**config.mk**
```make
export PLATFORM = sky130hd
export DESIGN_NAME = btb_update_ctrl
export DESIGN_NICKNAME = d
export VERILOG_FILES = /design/src/rtl/btb_update_ctrl.sv
export SDC_FILE = /design/constraint.sdc
export NUM_CORES = 1
export LEC_CHECK = 0
export CORE_AREA = 2 2 176 178
export DETAILED_ROUTE_END_ITERATION = 7
export DIE_AREA = 0 0 178 180
export HOLD_SLACK_MARGIN = 0.15
export SKIP_LAST_GASP = 1
export SLEW_MARGIN = 20
export SYNTH_ARGS = -nofsm -noshare
export SYNTH_HDL_FRONTEND = slang
export SYNTH_SLANG_ARGS = --single-unit
```
**constraint.sdc**
```tcl
create_clock -name clk -period 3.8 [get_ports clk]
set_input_delay 0.57 -clock clk [delete_from_list [all_inputs] [get_ports clk]]
set_output_delay 0.57 -clock clk [all_outputs]
set_load 0.02 [all_outputs]
```
**src/rtl/btb_update_ctrl.sv**
```systemverilog
// BTB update controller: queues mispredicted branch/jump resolutions for
// one-per-cycle BTB writes and runs a full-table invalidation sweep on flush.
module btb_update_ctrl #(
    parameter int XLEN     = 32,
    parameter int BTB_SIZE = 16,
    parameter int QDEPTH   = 4,
    localparam int IW      = (BTB_SIZE > 1) ? $clog2(BTB_SIZE) : 1
) (
    input  logic            clk,
    input  logic            reset,
    input  logic            ex_valid,
    input  logic [XLEN-1:0] ex_pc,
    input  logic [XLEN-1:0] ex_target,
    input  logic            ex_is_branch_or_jump,
    input  logic            ex_mispredict,
    output logic            ex_ready,
    input  logic            flush_req,
    output logic            flush_busy,
    output logic            btb_update_enable,
    output logic [XLEN-1:0] btb_pc_update,
    output logic [XLEN-1:0] btb_target_update,
    output logic            btb_is_branch_or_jump,
    output logic            btb_inval_enable,
    output logic [IW-1:0]   btb_inval_index,
    output logic            btb_lookup_enable,
    output logic            debug_state
);
    localparam int PW = $clog2(QDEPTH);
    localparam int CW = PW + 1;

    typedef enum logic {IDLE = 1'b0, SWEEP = 1'b1} state_t;

    state_t          state, state_nxt;
    logic [XLEN-1:0] q_pc  [QDEPTH];
    logic [XLEN-1:0] q_tgt [QDEPTH];
    logic [PW-1:0]   rd_ptr, wr_ptr;
    logic [CW-1:0]   count;
    logic [IW-1:0]   counter;

    logic queue_full, queue_empty, do_push, do_pop, do_flush, sweep_last;

    // Handshake: a report transfers when ex_valid && ex_ready at a rising edge;
    // ex_ready never depends on ex_valid.
    assign queue_full  = (count == CW'(QDEPTH));
    assign queue_empty = (count == '0);
    assign ex_ready    = (state == IDLE) && !queue_full && !flush_req;
    assign do_push     = ex_valid && ex_ready && ex_is_branch_or_jump && ex_mispredict;
    // A flush discards queued entries, so the head is not written in the flush cycle.
    assign do_pop      = (state == IDLE) && !queue_empty && !flush_req;
    assign do_flush    = (state == IDLE) && flush_req;
    assign sweep_last  = (state == SWEEP) && (counter == IW'(BTB_SIZE - 1));

    always_comb begin
        state_nxt = state;
        case (state)
            IDLE:    if (flush_req) state_nxt = SWEEP;
            SWEEP:   if (sweep_last) state_nxt = IDLE;
            default: state_nxt = IDLE;
        endcase
    end

    always_comb begin
        btb_update_enable     = do_pop;
        btb_pc_update         = do_pop ? q_pc[rd_ptr]  : '0;
        btb_target_update     = do_pop ? q_tgt[rd_ptr] : '0;
        btb_is_branch_or_jump = do_pop;
        btb_inval_enable      = (state == SWEEP);
        btb_inval_index       = (state == SWEEP) ? counter : '0;
        flush_busy            = (state == SWEEP);
        btb_lookup_enable     = (state != SWEEP);
        debug_state           = state;
    end

    always_ff @(posedge clk or posedge reset) begin
        if (reset) begin
            state <= IDLE;
        end else begin
            state <= state_nxt;
        end
    end

    always_ff @(posedge clk or posedge reset) begin
        if (reset) begin
            rd_ptr <= '0;
            wr_ptr <= '0;
            count  <= '0;
        end else if (do_flush) begin
            rd_ptr <= '0;
            wr_ptr <= '0;
            count  <= '0;
        end else begin
            if (do_pop)  rd_ptr <= rd_ptr + 1'b1;
            if (do_push) wr_ptr <= wr_ptr + 1'b1;
            count <= count + CW'(do_push) - CW'(do_pop);
        end
    end

    // Payload storage needs no reset: it is only observed behind do_pop.
    always_ff @(posedge clk) begin
        if (do_push) begin
            q_pc[wr_ptr]  <= ex_pc;
            q_tgt[wr_ptr] <= ex_target;
        end
    end

    always_ff @(posedge clk or posedge reset) begin
        if (reset) begin
            counter <= '0;
        end else if (do_flush || sweep_last) begin
            counter <= '0;
        end else if (state == SWEEP) begin
            counter <= counter + 1'b1;
        end
    end
endmodule

```
==> metrics.md, run 1 <==
| Metric | Value |
|---|---|
| Final min period | `3.35 ns` |
| Setup Fix Bufs, Post-CTS | `0` |
| Power density over the cells | `600 mW/mm^2` |
| Synth Instances | `491` |
| WL/cell | `18.7 microns` |
| EDFF count, synth | `256` |
| Worst-margin pin slew | `0.564 ns` |
| Seq/Total Area, Yosys | `76.5%` |
| Synth top area share | `73.6%` |
| Crit path cell chain | `buf_12 -> mux4_2 -> nor2b_1 -> clkdlybuf4s50_1` |
| Gpl congestion | `0.716` |
| Core ar. | `0.0302 sq mm` |
| Worst path max stage delay | `0.67 ns` |
| Count of clock tree sinks | `268` |
| CP Class | `reg2out` |
| Commonest cells post-synth | `256 x edfxtp_1, 65 x nor2b_1, 64 x mux4_2` |
| Final hold violation count | `0` |
| Grt ovf | `0` |
| HPWL Detailed | `11800 microns` |
| F_max | `299 MHz` |
| Kind of end point of the critical path | `primary output` |
| Vias/cell | `4.71` |
| Top cells by area, synth | `edfxtp_1 74%, mux4_2 14%, nor2b_1 3.9%` |
| Via count | `4994` |
| Drt total wl | `19800 microns` |
| Cell taking the most area after synthesis | `edfxtp_1` |
| Arr. time, crit path | `2.78 ns` |
| YS warnings | `0` |
| Outcome | `completed` |
| R2r worst-path depth | `11` |
| Clock Latency Late Sink | `0.53 ns` |
| Antenna fix cells | `0` |
| Number of port buffers | `144` |
| Layout Skew | `0.00793 ns` |
| Syn_area_per_cell | `21.3 sq um` |
| Final period util | `88.1%` |
| Async S/R FF share, synth | `4.48%` |
| Max-slew violation count | `0` |
| Instance count on the critical path | `4` |
| RSZ-0062 raised after global routing | `no` |
| Remaining antenna violation count | `0` |
| # rows | `64` |
| Fin nets | `726` |
| CTS root buffer | `clkbuf_16` |
| FF+latch count, synth | `268` |
| Crit-path max FO | `28` |
| 1st-iter DRT viols | `221` |
| Max_cap viols | `0` |
| CP max-delay cell | `dfrtp_4` |
| Total die area | `0.0320 sq mm` |
| First drt pass iteration count | `4` |
| Leakage | `4.25 nW` |
| Die width | `178 microns` |
| Total GRT Usage | `12.3%` |
| CTS Buf Count | `28` |
| Peak supply drop | `547 uV` |
| Starting Density | `34.6%` |
| CP bufs+invs | `2` |
| Antenna violations before repair | `0` |
| Synth Cell Area | `0.0104 sq mm` |
| Worst Path Required | `3.23 ns` |
| Hold/Removal Path Class | `in2async` |
| Max clock buf depth | `3` |
| Pwr Total | `7.98 mW` |
| TNS Setup | `0 ns` |
| DRC viols | `0` |
| Die Ht | `180 microns` |
| Startpoint types | `flop` |
| # IOs | `145` |
| CTS resizes | `0` |
| Worst-path clk slew | `0.06 ns` |
| Area growth syn-to-layout | `27.4%` |
| Largest delay contributor family on the critical path | `buffers and inverters` |
| Layout cells sized above 1 | `17.9%` |
| # hold bufs at CTS | `0` |
| Top FF cell, synth | `edfxtp_1` |
| Vias in the first global route | `5402` |
| H-tree depth | `1` |
| First-pass GRT wire length | `30200 microns` |
| Setup-violating endpoint count in the final report | `0` |
| Largest net degree at the start of global routing | `40` |
| TritonCTS clock tree | `yes` |
| Max-slew headroom | `62.4%` |
| Mapped Nets | `569` |
| Count leader, synth | `edfxtp_1` |
| Synth cell types | `30` |
[worst reg2reg max path: cells and delay by family, from the launching register on]
family	cells	cell delay, ns
xor gates and xnor gates	2	0.28
adders and majority gates	3	0.81
buffers and inverters	3	0.18
DFF	1	0.58
and+or+nand+nor	3	0.79
[sequential cells by signal, summed over array words and instances (netlist names)]
| signal | cells |
|---|---|
| btb_inval_enable | 1 |
| count | 3 |
| counter | 4 |
| q_pc | 128 |
| q_tgt | 128 |
| rd_ptr | 2 |
| wr_ptr | 2 |
[per-stage QoR]
step | setup slack [ns] | utilization [%] | area, sq um | instances | hold slack [ns]
floorplan | 0.537 | - | 10400 | 491 | 0.435
global placement | 0.590 | 41.1 | 12400 | 1014 | 0.493
detailed placement | 0.550 | 41.1 | 12400 | 1014 | 0.529
CTS | 0.351 | 44.1 | 13300 | 1061 | 0.350
global route | 0.277 | 44.1 | 13300 | 1061 | 0.411
finish | 0.451 | 44.1 | 13300 | 1061 | 0.355
[cells in the final DEF, fill, tap and decap left out, types with 7 or more instances in the layout]
cell | synthesis | final
buf_12 | 0 | 7
ha_1 | 7 | 7
dfrtp_1 | 12 | 10
edfxtp_1 | 256 | 256
mux4_2 | 64 | 64
clkbuf_16 | 0 | 29
nor2b_1 | 65 | 65
clkdlybuf4s50_1 | 0 | 144
nand2_1 | 7 | 7
inv_1 | 9 | 9
[cell families (layout without fill, tap and decap cells)]
| group | count (synthesis) | after routing | share of synthesized area (%) |
|---|---|---|---|
| simple gates | 98 | 98 | 5.58 |
| fa+ha+maj | 8 | 8 | 1.03 |
| buf+inv | 36 | 210 | 1.92 |
| flops | 268 | 268 | 76.5 |
| compound gates | 11 | 11 | 0.623 |
| xor+xnor | 2 | 2 | 0.168 |
| mux | 68 | 68 | 14.2 |
[per-layer routing]
layer | routed length, microns | part of all wire, % | global-route usage [%] | vias up
met3 | 1000 | 5.1 | 2.31 | 33
met2 | 10000 | 51 | 21.4 | 122
li1 | - | - | - | 2269
met4 | 331 | 1.7 | 3.05 | 0
met1 | 8450 | 43 | 15.7 | 2570
met5 | 0 | 0 | 0 | -
[worst paths after layout]
kind / startpoint / slack (ns) / to
max: rd_ptr[0] / 0.45 / btb_target_update[26]
min: reset / 0.35 / counter[3]
max reg2reg: btb_inval_enable / 1.07 / count[2]
min reg2reg: counter[3] / 0.53 / counter[3]
max in group asynchronous: reset / 3.08 / rd_ptr[0]
min in group clk: counter[3] / 0.53 / counter[3]
[power breakdown]
group / internal, mW / switching (mW) / leakage, nW
clock network: 1.65 / 1.04 / 0.439
logic: 1.06 / 0.726 / 1.37
registers: 3.31 / 0.201 / 2.44
[layout make-up]
class,count,area [sq um]
fillers,2567,16900
flip-flops and latches,268,8000
multi-input cells,187,2270
repair buffers,154,1600
clock buffers,35,748
well taps,396,495
clock inverters,12,158
inverters,9,33.8
Note: power is estimated with default switching activity, not from simulation.
==> inputs of run 2 (changes only) <==
--- a/config.mk
+++ b/config.mk
@@ -6,6 +6,7 @@
 export NUM_CORES = 1
 export LEC_CHECK = 0
 export CORE_AREA = 2 2 176 178
+export CTS_CLUSTER_SIZE = 28
 export DETAILED_ROUTE_END_ITERATION = 7
 export DIE_AREA = 0 0 178 180
 export HOLD_SLACK_MARGIN = 0.15
==> results of run 2 <==
Same layout as run 1: the final DEF is identical, and so are final timing and power.
==> inputs of run 3 (changes only) <==
==> constraint.sdc (replaced) <==
create_clock -name clk -period 3.8 [get_ports clk]
set_input_delay 0.57 -clock clk [delete_from_list [all_inputs] [get_ports clk]]
set_output_delay 0.57 -clock clk [all_outputs]
set_load 0.01 [all_outputs]
==> run 3 against run 2 <==
Compared with the run above:
- clock power shrank 4%
- non-clock buffer count shrank 1
- core utilization shrank 0.062 points
- clock skew shrank 0.0023 ns
- combinational power shrank 6%
- first-iteration DRC count grew 20%
- count of clock-buffer cells in the layout grew 5
- register-to-register slack is essentially flat
- global-route usage grew 0.61 points
- worst setup slack lost 0.13 ns
- maximum frequency shrank 3.9%
- sequential power grew 2%
- largest power group unchanged
==> metrics.md, run 3 (synthesized netlist as in run 1, its figures left out) <==
| Metric | Value |
|---|---|
| Outcome | `completed` |
| Final hold violation count | `0 (unchanged)` |
| Clock Latency Late Sink | `0.52 ns (about the same)` |
| Max_cap viols | `0 (unchanged)` |
| Worst Path Required | `3.23 ns (about the same)` |
| Most frequent cells in the layout | `256 x edfxtp_1, 144 x clkdlybuf4s50_1, 65 x nor2b_1` |
| CP Class | `reg2out` |
| Crit-path max FO | `32 (+14%)` |
| Die width | `178 microns (unchanged)` |
| Largest net degree at the start of global routing | `65 (+63%)` |
| Die Ht | `180 microns (unchanged)` |
| Fill cells | `2580 (+0.51%)` |
| Area growth syn-to-layout | `27.2%` |
| Antenna fix cells | `0 (unchanged)` |
| Number of port buffers | `144 (unchanged)` |
| # rows | `64 (unchanged)` |
| CTS root buffer | `clkbuf_16` |
| Final period util | `91.7% (+3.5 points)` |
| CTS Buf Count | `28 (unchanged)` |
| H-tree depth | `1 (unchanged)` |
| Seq pwr share | `45.7% (+1.7 points)` |
| Max-slew headroom | `48.2% (-14 points)` |
| Vias/cell | `4.79 (+1.8%)` |
| TNS Setup | `0 ns (unchanged)` |
| Vias in the first global route | `5480 (+1.4%)` |
| Core ar. | `0.0302 sq mm (unchanged)` |
| Fin nets | `725 (-0.14%)` |
| WL/cell | `19.1 microns (+2.3%)` |
| Arr. time, crit path | `2.91 ns (+0.13 ns)` |
| Antenna violations before repair | `0 (unchanged)` |
| TritonCTS clock tree | `yes` |
| CP max-delay cell | `dfrtp_4` |
| Worst-path clk slew | `0.06 ns (about the same)` |
| DRC viols | `0 (unchanged)` |
| Total die area | `0.0320 sq mm (unchanged)` |
| Drt total wl | `20400 microns (+2.7%)` |
| Starting Density | `34.6% (unchanged)` |
| Layout Skew | `0.00561 ns (-0.00232 ns)` |
| Kind of end point of the critical path | `primary output` |
| Biggest registers after layout | `q_pc: 128 flops, q_tgt: 128 flops, counter: 4 flops` |
| Psw | `1.90 mW (-3.2%)` |
| Setup Fix Bufs, Post-CTS | `0 (unchanged)` |
| Final Util | `44.0% (-0.062 points)` |
| # IOs | `145 (unchanged)` |
| Hold/Removal Path Class | `in2async` |
| Worst path max stage delay | `0.88 ns (+0.21 ns)` |
| Comb power frac | `21.3% (-1.1 points)` |
| HPWL Detailed | `12200 microns (+3.8%)` |
| First-pass GRT wire length | `31400 microns (+3.9%)` |
| Power density over the cells | `588 mW/mm^2 (-1.9%)` |
| Internal power | `5.92 mW (-1.7%)` |
| Commonest non-fill, non-tap cell in the layout | `edfxtp_1` |
| Final min period | `3.48 ns (+0.134 ns)` |
| RSZ-0062 raised after global routing | `no` |
| Peak supply drop | `410 uV (-25%)` |
| Sw frac | `24.3% (-0.29 points)` |
| Setup-violating endpoint count in the final report | `0 (unchanged)` |
| Via count | `5105 (+2.2%)` |
| Leakage | `4.24 nW (-0.19%)` |
| Max-slew violation count | `0 (unchanged)` |
| R2r setup slk | `1.06 ns (about the same)` |
| Hold slack | `0.351 ns (-0.00340 ns)` |
| Crit path cell chain | `buf_12 -> mux4_2 -> nor2b_1 -> clkdlybuf4s50_1` |
| Remaining antenna violation count | `0 (unchanged)` |
| Layout cells sized above 1 | `17.8% (-0.11 points)` |
| # hold bufs at CTS | `0 (unchanged)` |
| Max clock buf depth | `3 (unchanged)` |
| Total GRT Usage | `12.9% (+0.61 points)` |
| Startpoint types | `flop` |
| Worst-margin pin slew | `0.777 ns (+0.213 ns)` |
| CTS resizes | `0 (unchanged)` |
| Gpl congestion | `0.710 (-0.87%)` |
| Clock power frac | `33.0% (-0.6 points)` |
| F_max | `287 MHz (-3.9%)` |
| 1st-iter DRT viols | `266 (+20%)` |
| First drt pass iteration count | `4 (unchanged)` |
| Count of clock tree sinks | `268 (unchanged)` |
| Grt ovf | `0 (unchanged)` |
run 3: worst paths after layout:
| path | endpoint | from | cells past startpoint |
|---|---|---|---|
| setup reg to reg | count[2] | btb_inval_enable | 11 |
| setup / recovery | btb_target_update[26] | rd_ptr[0] | 4 |
| hold / removal | count[1] | reset | 2 |
| max in group asynchronous | rd_ptr[1] | reset | 2 |
| min in group clk | counter[3] | counter[3] | 1 |
| hold reg to reg | counter[3] | counter[3] | 1 |
run 3: stage by stage:
stage / cell area, sq um / instances / setup WS [ns] / power [mW]
after floorplan: 10400 / 491 / 0.596 / 4.76
after global placement: 12400 / 1013 / 0.531 / 5.30
after detailed placement: 12400 / 1013 / 0.471 / 5.34
after CTS: 13300 / 1065 / 0.201 / 7.95
after global routing: 13300 / 1065 / 0.101 / 8.19
final: 13300 / 1065 / 0.316 / 7.82
run 3: layout make-up:
type | instances | area (sq um) | area share [%]
Clock buffer | 40 | 817 | 6.15
Timing Repair Buffer | 153 | 1600 | 12.0
Clock inverter | 12 | 77.6 | 0.584
Multi-Input combinational cell | 187 | 2270 | 17.1
Tap cell | 396 | 495 | 3.73
Sequential cell | 268 | 8000 | 60.2
Inverter | 9 | 33.8 | 0.254
run 3: critical path: cells and delay by family, from the launching register on:
| family | cells | cell delay [ns] |
|---|---|---|
| buffers and inverters | 2 | 0.79 |
| DFF | 1 | 0.88 |
| muxes | 1 | 0.55 |
| and+or+nand+nor | 1 | 0.16 |
run 3: metal layers:
| metal | vias up | global-route usage (%) | part of all wire (%) |
|---|---|---|---|
| li1 | 2272 | - | - |
| met1 | 2676 | 16.8 | 42 |
| met2 | 129 | 22.2 | 51 |
| met3 | 28 | 2.43 | 5.6 |
| met4 | 0 | 3.02 | 1.6 |
| met5 | - | 0 | 0 |
run 3: power by group through the flow:
stage / combinational (mW) / sequential (mW) / clock (mW)
4_1_cts: 1.71 / 3.58 / 2.67
5_1_grt: 1.81 / 3.61 / 2.77
6_report: 1.67 / 3.57 / 2.58
3_3_place_gp: 1.67 / 3.63 / 0
2_1_floorplan: 1.34 / 3.42 / 0
3_5_place_dp: 1.70 / 3.65 / 0
